$ cat src/rtl/wb_pkg.sv
// Shared types and defaults for the writeback stage.
package wb_pkg;

  localparam int DATA_W  = 32;
  localparam int REG_AW  = 4;
  localparam int TIMEOUT = 16;

  localparam logic [3:0] PC_REG = 4'hF;

  typedef enum logic {
    IDLE     = 1'b0,
    MEM_WAIT = 1'b1
  } wb_state_e;

  // The timeout counter only needs to reach TIMEOUT-1; keep at least one bit.
  function automatic int cnt_width(input int timeout);
    return (timeout > 2) ? $clog2(timeout) : 1;
  endfunction

endpackage

$ cat src/rtl/writeback_stage_load_align.sv
// Selects the addressed byte lane for byte loads; word loads pass through.
module load_align
  import wb_pkg::*;
#(
  parameter int DATA_W = wb_pkg::DATA_W
) (
  input  logic [DATA_W-1:0] rdata_i,
  input  logic [1:0]        addr_i,
  input  logic              byte_i,
  output logic [DATA_W-1:0] data_o
);

  // Byte lane select with zero-extension.
  always_comb begin
    data_o = rdata_i;
    if (byte_i) begin
      data_o = {{(DATA_W-8){1'b0}}, rdata_i[{addr_i, 3'b000} +: 8]};
    end else begin
      data_o = rdata_i;
    end
  end

endmodule

$ cat src/rtl/writeback_stage.sv
// Final pipeline stage: retires ALU results and loads into the register file,
// diverting r15 writes to the PC port.
module writeback_stage
  import wb_pkg::*;
#(
  parameter int DATA_W  = wb_pkg::DATA_W,
  parameter int REG_AW  = wb_pkg::REG_AW,
  parameter int TIMEOUT = wb_pkg::TIMEOUT
) (
  input  logic              clk,
  input  logic              rst,
  input  logic              in_valid,
  output logic              in_ready,
  input  logic              in_we,
  input  logic              in_is_load,
  input  logic              in_byte,
  input  logic [REG_AW-1:0] in_rd,
  input  logic [DATA_W-1:0] in_result,
  output logic              mem_req,
  output logic [DATA_W-1:0] mem_addr,
  input  logic              mem_ack,
  input  logic [DATA_W-1:0] mem_rdata,
  output logic              we_RF,
  output logic [REG_AW-1:0] rd,
  output logic [DATA_W-1:0] WD3,
  output logic              pc_we,
  output logic [DATA_W-1:0] pc_wdata,
  output logic              pend_valid,
  output logic [REG_AW-1:0] pend_rd,
  output logic              align_err,
  output logic              mem_err
);

  localparam int CNT_W = cnt_width(TIMEOUT);
  localparam logic [REG_AW-1:0] PC_IDX = REG_AW'(PC_REG);

  wb_state_e         state_q, state_d;
  logic [CNT_W-1:0]  cnt_q, cnt_d;
  logic              mem_req_q, mem_req_d;
  logic [DATA_W-1:0] mem_addr_q, mem_addr_d;
  logic              we_rf_q, we_rf_d;
  logic [REG_AW-1:0] rd_q, rd_d;
  logic [DATA_W-1:0] wd3_q, wd3_d;
  logic              pc_we_q, pc_we_d;
  logic [DATA_W-1:0] pc_wdata_q, pc_wdata_d;
  logic              pend_valid_q, pend_valid_d;
  logic [REG_AW-1:0] pend_rd_q, pend_rd_d;
  logic              align_err_q, align_err_d;
  logic              mem_err_q, mem_err_d;
  logic              ld_byte_q, ld_byte_d;
  logic [1:0]        ld_off_q, ld_off_d;
  logic              ld_we_q, ld_we_d;
  logic [DATA_W-1:0] load_data_s;

  load_align #(.DATA_W(DATA_W)) u_align (
    .rdata_i (mem_rdata),
    .addr_i  (ld_off_q),
    .byte_i  (ld_byte_q),
    .data_o  (load_data_s)
  );

  assign in_ready = (state_q == IDLE);

  // Next-state and registered-output decode.
  always_comb begin
    state_d      = state_q;
    cnt_d        = cnt_q;
    mem_req_d    = mem_req_q;
    mem_addr_d   = mem_addr_q;
    we_rf_d      = 1'b0;
    rd_d         = rd_q;
    wd3_d        = wd3_q;
    pc_we_d      = 1'b0;
    pc_wdata_d   = pc_wdata_q;
    pend_valid_d = pend_valid_q;
    pend_rd_d    = pend_rd_q;
    align_err_d  = 1'b0;
    mem_err_d    = mem_err_q;
    ld_byte_d    = ld_byte_q;
    ld_off_d     = ld_off_q;
    ld_we_d      = ld_we_q;
    case (state_q)
      IDLE: begin
        if (in_valid && !in_is_load) begin
          if (in_we && (in_rd == PC_IDX)) begin
            pc_we_d    = 1'b1;
            pc_wdata_d = in_result;
          end else if (in_we) begin
            we_rf_d = 1'b1;
            rd_d    = in_rd;
            wd3_d   = in_result;
          end else begin
            we_rf_d = 1'b0;
          end
        end else if (in_valid && !in_byte && (in_result[1:0] != 2'b00)) begin
          align_err_d = 1'b1;
        end else if (in_valid) begin
          state_d      = MEM_WAIT;
          cnt_d        = '0;
          mem_req_d    = 1'b1;
          mem_addr_d   = {in_result[DATA_W-1:2], 2'b00};
          pend_valid_d = 1'b1;
          pend_rd_d    = in_rd;
          ld_byte_d    = in_byte;
          ld_off_d     = in_result[1:0];
          ld_we_d      = in_we;
        end else begin
          state_d = IDLE;
        end
      end
      MEM_WAIT: begin
        // An ack on the expiry cycle takes priority over the timeout.
        if (mem_ack) begin
          state_d      = IDLE;
          mem_req_d    = 1'b0;
          pend_valid_d = 1'b0;
          if (ld_we_q && (pend_rd_q == PC_IDX)) begin
            pc_we_d    = 1'b1;
            pc_wdata_d = load_data_s;
          end else if (ld_we_q) begin
            we_rf_d = 1'b1;
            rd_d    = pend_rd_q;
            wd3_d   = load_data_s;
          end else begin
            we_rf_d = 1'b0;
          end
        end else if (cnt_q == CNT_W'(TIMEOUT - 1)) begin
          state_d      = IDLE;
          mem_req_d    = 1'b0;
          pend_valid_d = 1'b0;
          mem_err_d    = 1'b1;
        end else begin
          cnt_d = cnt_q + CNT_W'(1);
        end
      end
      default: begin
        state_d   = IDLE;
        mem_req_d = 1'b0;
      end
    endcase
  end

  // State and output registers.
  always_ff @(posedge clk or negedge rst) begin
    if (!rst) begin
      state_q      <= IDLE;
      cnt_q        <= '0;
      mem_req_q    <= 1'b0;
      mem_addr_q   <= '0;
      we_rf_q      <= 1'b0;
      rd_q         <= '0;
      wd3_q        <= '0;
      pc_we_q      <= 1'b0;
      pc_wdata_q   <= '0;
      pend_valid_q <= 1'b0;
      pend_rd_q    <= '0;
      align_err_q  <= 1'b0;
      mem_err_q    <= 1'b0;
      ld_byte_q    <= 1'b0;
      ld_off_q     <= 2'b00;
      ld_we_q      <= 1'b0;
    end else begin
      state_q      <= state_d;
      cnt_q        <= cnt_d;
      mem_req_q    <= mem_req_d;
      mem_addr_q   <= mem_addr_d;
      we_rf_q      <= we_rf_d;
      rd_q         <= rd_d;
      wd3_q        <= wd3_d;
      pc_we_q      <= pc_we_d;
      pc_wdata_q   <= pc_wdata_d;
      pend_valid_q <= pend_valid_d;
      pend_rd_q    <= pend_rd_d;
      align_err_q  <= align_err_d;
      mem_err_q    <= mem_err_d;
      ld_byte_q    <= ld_byte_d;
      ld_off_q     <= ld_off_d;
      ld_we_q      <= ld_we_d;
    end
  end

  assign mem_req    = mem_req_q;
  assign mem_addr   = mem_addr_q;
  assign we_RF      = we_rf_q;
  assign rd         = rd_q;
  assign WD3        = wd3_q;
  assign pc_we      = pc_we_q;
  assign pc_wdata   = pc_wdata_q;
  assign pend_valid = pend_valid_q;
  assign pend_rd    = pend_rd_q;
  assign align_err  = align_err_q;
  assign mem_err    = mem_err_q;

endmodule
$ cat config.mk
export PLATFORM = sky130hd
export DESIGN_NAME = writeback_stage
export DESIGN_NICKNAME = d
export VERILOG_FILES = /design/src/rtl/wb_pkg.sv /design/src/rtl/writeback_stage_load_align.sv /design/src/rtl/writeback_stage.sv
export SDC_FILE = /design/constraint.sdc
export NUM_CORES = 1
export LEC_CHECK = 0
export ABC_AREA = 1
export CORE_ASPECT_RATIO = 2
export CORE_MARGIN = 8
export CORE_UTILIZATION = 37
export DETAILED_ROUTE_END_ITERATION = 10
export PLACE_DENSITY = 0.68
export SKIP_LAST_GASP = 1
export SLEW_MARGIN = 40
export SYNTH_ARGS = -nofsm -noshare
export SYNTH_HDL_FRONTEND = slang
export SYNTH_SLANG_ARGS = --single-unit
$ cat constraint.sdc
create_clock -name clk -period 2.55 [get_ports clk]
set_input_delay 0.255 -clock clk [delete_from_list [all_inputs] [get_ports clk]]
set_output_delay 0.255 -clock clk [all_outputs]
set_load 0.05 [all_outputs]
==> results of run 1 <==
==> cells in the mapped netlist <==
| library cell | count | area share, % |
|---|---|---|
| nand2_1 | 289 | 20 |
| dfrtp_1 | 116 | 54 |
| nand3_1 | 79 | 7.4 |
| o21ai_0 | 62 | 5.8 |
| inv_1 | 52 | 3.6 |
| buf_2 | 15 | 1.4 |
| a21oi_1 | 9 | 0.84 |
| buf_6 | 9 | 1.9 |
| clkbuf_1 | 9 | 0.63 |
| nor2_1 | 6 | 0.42 |
| buf_4 | 5 | 0.70 |
| nand4_1 | 4 | 0.47 |
| clkinv_1 | 2 | 0.14 |
| nand2_2 | 2 | 0.23 |
| and3_1 | 1 | 0.12 |
| conb_1 | 1 | 0.070 |
| ha_1 | 1 | 0.23 |
| inv_2 | 1 | 0.070 |
| nand2_4 | 1 | 0.21 |
| nand2b_1 | 1 | 0.12 |
| nand3_2 | 1 | 0.19 |
| nand3b_1 | 1 | 0.14 |
| nor2_2 | 1 | 0.12 |
| nor2_4 | 1 | 0.21 |
| o21ai_1 | 1 | 0.093 |
| o31ai_1 | 1 | 0.14 |
| or2_2 | 1 | 0.12 |
| xor2_1 | 1 | 0.16 |
==> stage by stage <==
step	area [um2]	worst slack, ps	cells	utilization [%]	hold WS, ps
6_report	7830	621	1055	54.9	409
3_5_place_dp	7270	618	1022	51.0	328
2_1_floorplan	5360	1020	674	-	-40.6
3_3_place_gp	7270	647	1022	51.0	333
5_1_grt	7830	419	1055	54.9	458
4_1_cts	7830	620	1054	54.8	436
==> per-layer routing <==
layer	vias up	GRT usage [%]
li1	2469	-
met1	2319	21.4
met2	179	36.1
met3	33	4.36
met4	0	10.6
met5	-	0
==> what timing repair did <==
action / 4_1_cts / 5_1_grt
endpoints found under the setup margin: 0 / 0
hold endpoints to repair: 48 / 0
resized for setup: 0 / 0
hold buffers: 1 / 0
==> critical path, cell delays in order, from the launching register on <==
cell and delay [ps]:
dfrtp_2 730, inv_1 270, buf_4 260
==> power by group through the flow <==
stage          sequential [mW]  combinational (mW)  clock, mW
2_1_floorplan             3.96               0.660          0
3_3_place_gp              2.57                3.34          0
3_5_place_dp              2.58                3.36          0
4_1_cts                   2.55                3.37       2.23
5_1_grt                   2.61                3.51       2.31
6_report                  2.55                3.33       2.20
==> flip-flops by register name, indices dropped and copies added, names as in the netlist <==
name / count
WD3: 32
align_err: 1
cnt_q: 4
ld_byte_q: 1
ld_off_q: 2
ld_we_q: 1
mem_addr: 30
mem_err: 1
pc_wdata: 32
pc_we: 1
pend_rd: 4
pend_valid: 1
rd: 4
state_q: 1
we_RF: 1
==> layout by cell type (no fill, tap or decap), types with 2 or more instances in the layout <==
cell               n
clkdlybuf4s50_1  181
conb_1             2
inv_1             52
nand2_2            2
nand4_1            4
nor2_1             6
clkinvlp_4         2
clkinv_1           2
o21ai_0           62
dfrtp_1          115
clkbuf_1           2
nand2_1          289
clkbuf_16         17
nand3_1           79
clkbuf_8           2
a21oi_1            9
buf_4             12
clkinv_2           6
==> worst max-delay path by stage <==
stage,slack (ps),startpoint,to
5_1_grt,420,state_q,WD3[5]
4_1_cts,620,state_q,in_ready
3_5_place_dp,620,mem_ack,WD3[4]
6_report,620,state_q,in_ready
2_1_floorplan,1020,state_q,pc_wdata[1]
3_3_place_gp,650,mem_ack,WD3[1]
==> cell type report <==
cell class / instances / area (um2) / area share, %
Sequential cell: 116 / 2900 / 37.1
Multi-Input combinational cell: 465 / 2000 / 25.6
Timing Repair Buffer: 195 / 1930 / 24.7
Clock buffer: 21 / 460 / 5.88
Tap cell: 192 / 240 / 3.07
Inverter: 55 / 206 / 2.64
Clock inverter: 10 / 83.8 / 1.07
Antenna cell: 1 / 2.50 / 0.0320
==> cell families after synthesis <==
family | Yosys count | share of synthesized area (%)
other cells | 1 | 0.0700
compound gates | 73 | 6.87
simple gates | 388 | 30.0
fa+ha+maj | 1 | 0.234
flops | 116 | 54.2
xor+xnor | 1 | 0.164
buf+inv | 93 | 8.48
==> flow_summary_export.csv, run 1 <==
group,metric,value,unit
status,status,"complete, no violations",
timing,fmax,519,MHz
route,vias_per_cell,4.74,
setup_path,crit_fanout,29,
die,core_area,0.0143,mm2
setup_path,r2r_start,"state_q",
final_layout,drive_above_1_share,5.92,%
setup_path,crit_type,"flop to primary output",
clock_network,cts_made_buffers,17,
route,routed_wl,18.6,mm
grt,grt_max_degree,53,
setup_path,r2r_end,"WD3[4]",
timing,slew_viol_final,0,
setup_path,start_kind,"flop",
min_path,min_path_type,"primary input to asynchronous set/reset pin",
route,drt-met1-wl,6.96,mm
route,drt_iter0_drc,274,
yosys,yosys_warnings,0,
grt,grt_pass1_vias,5153,
final_layout,area_delta_synth_final,46.2,%
yosys,syn_inst,673,
yosys,syn_area_per_cell,7.96,um2
timing,final_hold_viol_count,0,
clock_network,insertion_delay,410,ps
grt,grt_use_total,20.2,%
timing,min_period,1930,ps
setup_path,r2r_slack,670,ps
timing,worst_pin_slew,709,ps
route,top_layer,"met4",
setup_path,worstPathRequired,2300,ps
placement,port_buffers,183,
grt,antenna_found_initial,1,
final_layout,nFillCells,1387,
timing,finalSetupTns,0,ps
placement,dpl.hpwl,14.0,mm
die,fp.dieH,186,um
clock_network,clockRootBuffer,"clkbuf_16",
clock_network,cts.path.max_buffers,2,
pwr,power_frac_comb,41.2,%
pwr,leakage,3.90,nW
clock_network,postCtsSetupRepairBufs,0,
timing,rsz0062_at_grt,"no",
timing,worst_clock_skew,7.70,ps
pwr,p_sw,3.40,mW
die,die_w,101,um
yosys,synth.distinct_cells,28,
yosys,syn_area,0.00536,mm2
placement,gp_congestion,0.834,
pwr,power_frac_clock,27.2,%
pwr,peakVddDrop,0.000702,V
grt,overflow,0,
die,io_pins,186,
route,vias,5000,
yosys,ys_seq_area_share,54.2,%
setup_path,end_kind,"primary output",
job,maxCapViolations,0,
pwr,switching_share,42.0,%
pwr,intPower,4.69,mW
yosys,synth_seq_cells,116,
route,antenna_left,0,
clock_network,cts.sinks,116,
clock_network,cts.clk_slew.worst_paths,50,ps
setup_path,reg2regPathDepth,6,
grt,grt_pass1_wl,28.3,mm
pwr,power_density,1030,mW/mm2
route,dr_wl_met3,1.16,mm
route,drtPass1Iterations,4,
timing,setup_viol,0,
clock_network,htree_levels,4,
route,wire_per_inst,17.6,um
setup_path,crit_arrival,1670,ps
timing,timing.final.crit_share,75.6,%
die,fp-row-count,62,
die,dieArea,0.0188,mm2
timing,maxSlewHeadroom,52.6,%
route,wl_met2,9.79,mm
die,start_util,37.5,%
pwr,p_seq_share,31.6,%
pwr,power.total,8.09,mW
final_layout,nets,926,
clock_network,cts_tree,"built",
route,drcViolationCount,0,
Note: power is estimated with default switching activity, not from simulation.
==> run 2: changes to the inputs <==
- PLACE_DENSITY: 0.68 -> 0.7
- clock period: 2.55 -> 1.7 ns (I/O delays scaled with it)
==> flow_summary_export.csv, run 2 (synthesis results as in run 1) <==
group,metric,value,unit
setup_path,worstPathRequired,1530,ps
pwr,leakage,4.22,nW
final_layout,final_cells,1074,
die,fp-row-count,62,
grt,overflow,0,
timing,fmax,607,MHz
clock_network,insertion_delay,410,ps
grt,grt_pass1_wl,28.4,mm
route,vias,5048,
clock_network,cts.sinks,116,
timing,rsz0062_at_grt,"yes",
route,drt_iter0_drc,208,
final_layout,drive_above_1_share,17.5,%
clock_network,cts_tree,"built",
final_layout,final_area,0.00786,mm2
timing,worst_clock_skew,10.3,ps
grt,grt_use_total,20.0,%
die,die_w,101,um
clock_network,postCtsSetupRepairBufs,0,
pwr,power.total,12.1,mW
setup_path,end_kind,"primary output",
placement,pre_cts_slack,-112,ps
timing,setup_viol,0,
timing,maxSlewHeadroom,66.3,%
route,wire_per_inst,16.9,um
grt,grtUsageMet2,36.1,%
placement,place_inst,1039,
pwr,power_density,1540,mW/mm2
final_layout,seqCellArea,0.00290,mm2
clock_network,htree_levels,4,
final_layout,fin_util,55.1,%
status,status,"complete, no violations",
die,start_util,37.5,%
job,maxCapViolations,0,
die,dieArea,0.0188,mm2
placement,gp_congestion,0.842,
timing,final_hold_viol_count,0,
placement,port_buffers,183,
grt,antenna_found_initial,1,
timing,min_period,1650,ps
pwr,peakVddDrop,0.000980,V
route,antenna_left,0,
clock_network,cts.path.max_buffers,2,
die,core_area,0.0143,mm2
final_layout,nFillCells,1450,
placement,dpl.hpwl,13.9,mm
timing,slew_viol_final,0,
grt,grt-busiest-layer,"met2",
final_layout,multiInputGateArea,0.00200,mm2
grt,grtUsageMet1,21.2,%
final_layout,nets,943,
route,routed_wl,18.2,mm
route,vias_per_cell,4.70,
clock_network,cts_made_buffers,17,
min_path,min_path_type,"primary input to asynchronous set/reset pin",
timing,fin_ws,52.2,ps
timing,finalSetupTns,0,ps
route,drcViolationCount,0,
die,fp.dieH,186,um
die,io_pins,186,
timing,holdWs,177,ps
final_layout,area_delta_synth_final,46.8,%
clock_network,cts.clk_slew.worst_paths,60,ps
setup_path,crit_fanout,44,
setup_path,crit_type,"flop to primary output",
setup_path,crit_arrival,1480,ps
final_layout,layout_commonest_cell,"nand2_1",
clock_network,clockRootBuffer,"clkbuf_16",
timing,worst_pin_slew,507,ps
grt,grt_max_degree,65,
setup_path,start_kind,"flop",
route,drtPass1Iterations,5,
grt,grt_pass1_vias,5248,
final_layout,mostFrequentLayoutCells,"nand2_1 (289), dfrtp_1 (115), buf_4 (105), nand3_1 (79), clkdlybuf4s50_1 (73)",
grt,grt_use_met3,5.03,%
timing,timing.final.crit_share,96.9,%
placement,postPlaceCellArea,0.00728,mm2
[run 2: cell count changes in the layout (fill, tap and decap cells not counted), moves of 2 or more]
cell             previous run  this run
inv_6                       0         2
clkbuf_1                    2         0
buf_4                      12       105
dlygate4sd2_1               0        25
buf_12                      1         8
clkinv_2                    6         2
clkinvlp_4                  2         5
clkdlybuf4s50_1           181        73
[run 2: what timing repair did]
item / CTS / global route
cloned: 0 / 0
hold endpoints to repair: 17 / 0
hold buffers: 1 / 0
endpoints found under the setup margin: 25 / 4
gates resized for setup: 25 / 2
[run 2: cell type report]
cell class / instances / area share, %
diodes: 2 / 0.0637
clock buffers: 18 / 5.59
clock inverters: 14 / 1.96
inverters: 55 / 2.66
multi-input cells: 465 / 25.5
flip-flops and latches: 116 / 36.9
well taps: 192 / 3.06
repair buffers: 212 / 24.3
[run 2: report_power, final]
group	switching [mW]	internal, mW
clock	1.32	2.21
sequential	0.410	3.41
combinational	3.43	1.36
total	5.16	6.98
[run 2: path summary, 6_finish.rpt]
path / from / to / slack (ps) / cells after the start
setup reg to reg: state_q / WD3[7] / 220 / 8
setup / recovery: state_q / in_ready / 50 / 4
hold / removal: rst / cnt_q[1] / 180 / 2
max in group asynchronous: rst / WD3[17] / 770 / 3
hold reg to reg: WD3[15] / WD3[15] / 470 / 2
min in group clk: in_result[9] / mem_addr[9] / 340 / 3
[run 2: routing by layer]
layer,part of all wire (%),wire (um),vias up
met2,53,9690,163
li1,-,-,2510
met3,5.5,1000,25
met1,38,6930,2350
met5,0,0,-
met4,3.1,561,0
[run 2: critical path, stage by stage, from the launching register on]
cell and delay, ps:
dfrtp_2 430, buf_12 180, inv_1 140, buf_4 170
buf_12 140
==> run 3: changes to the inputs <==
- CAP_MARGIN: default -> 10
==> results of run 3 <==
Final layout, timing and power as in run 2 (identical DEF).
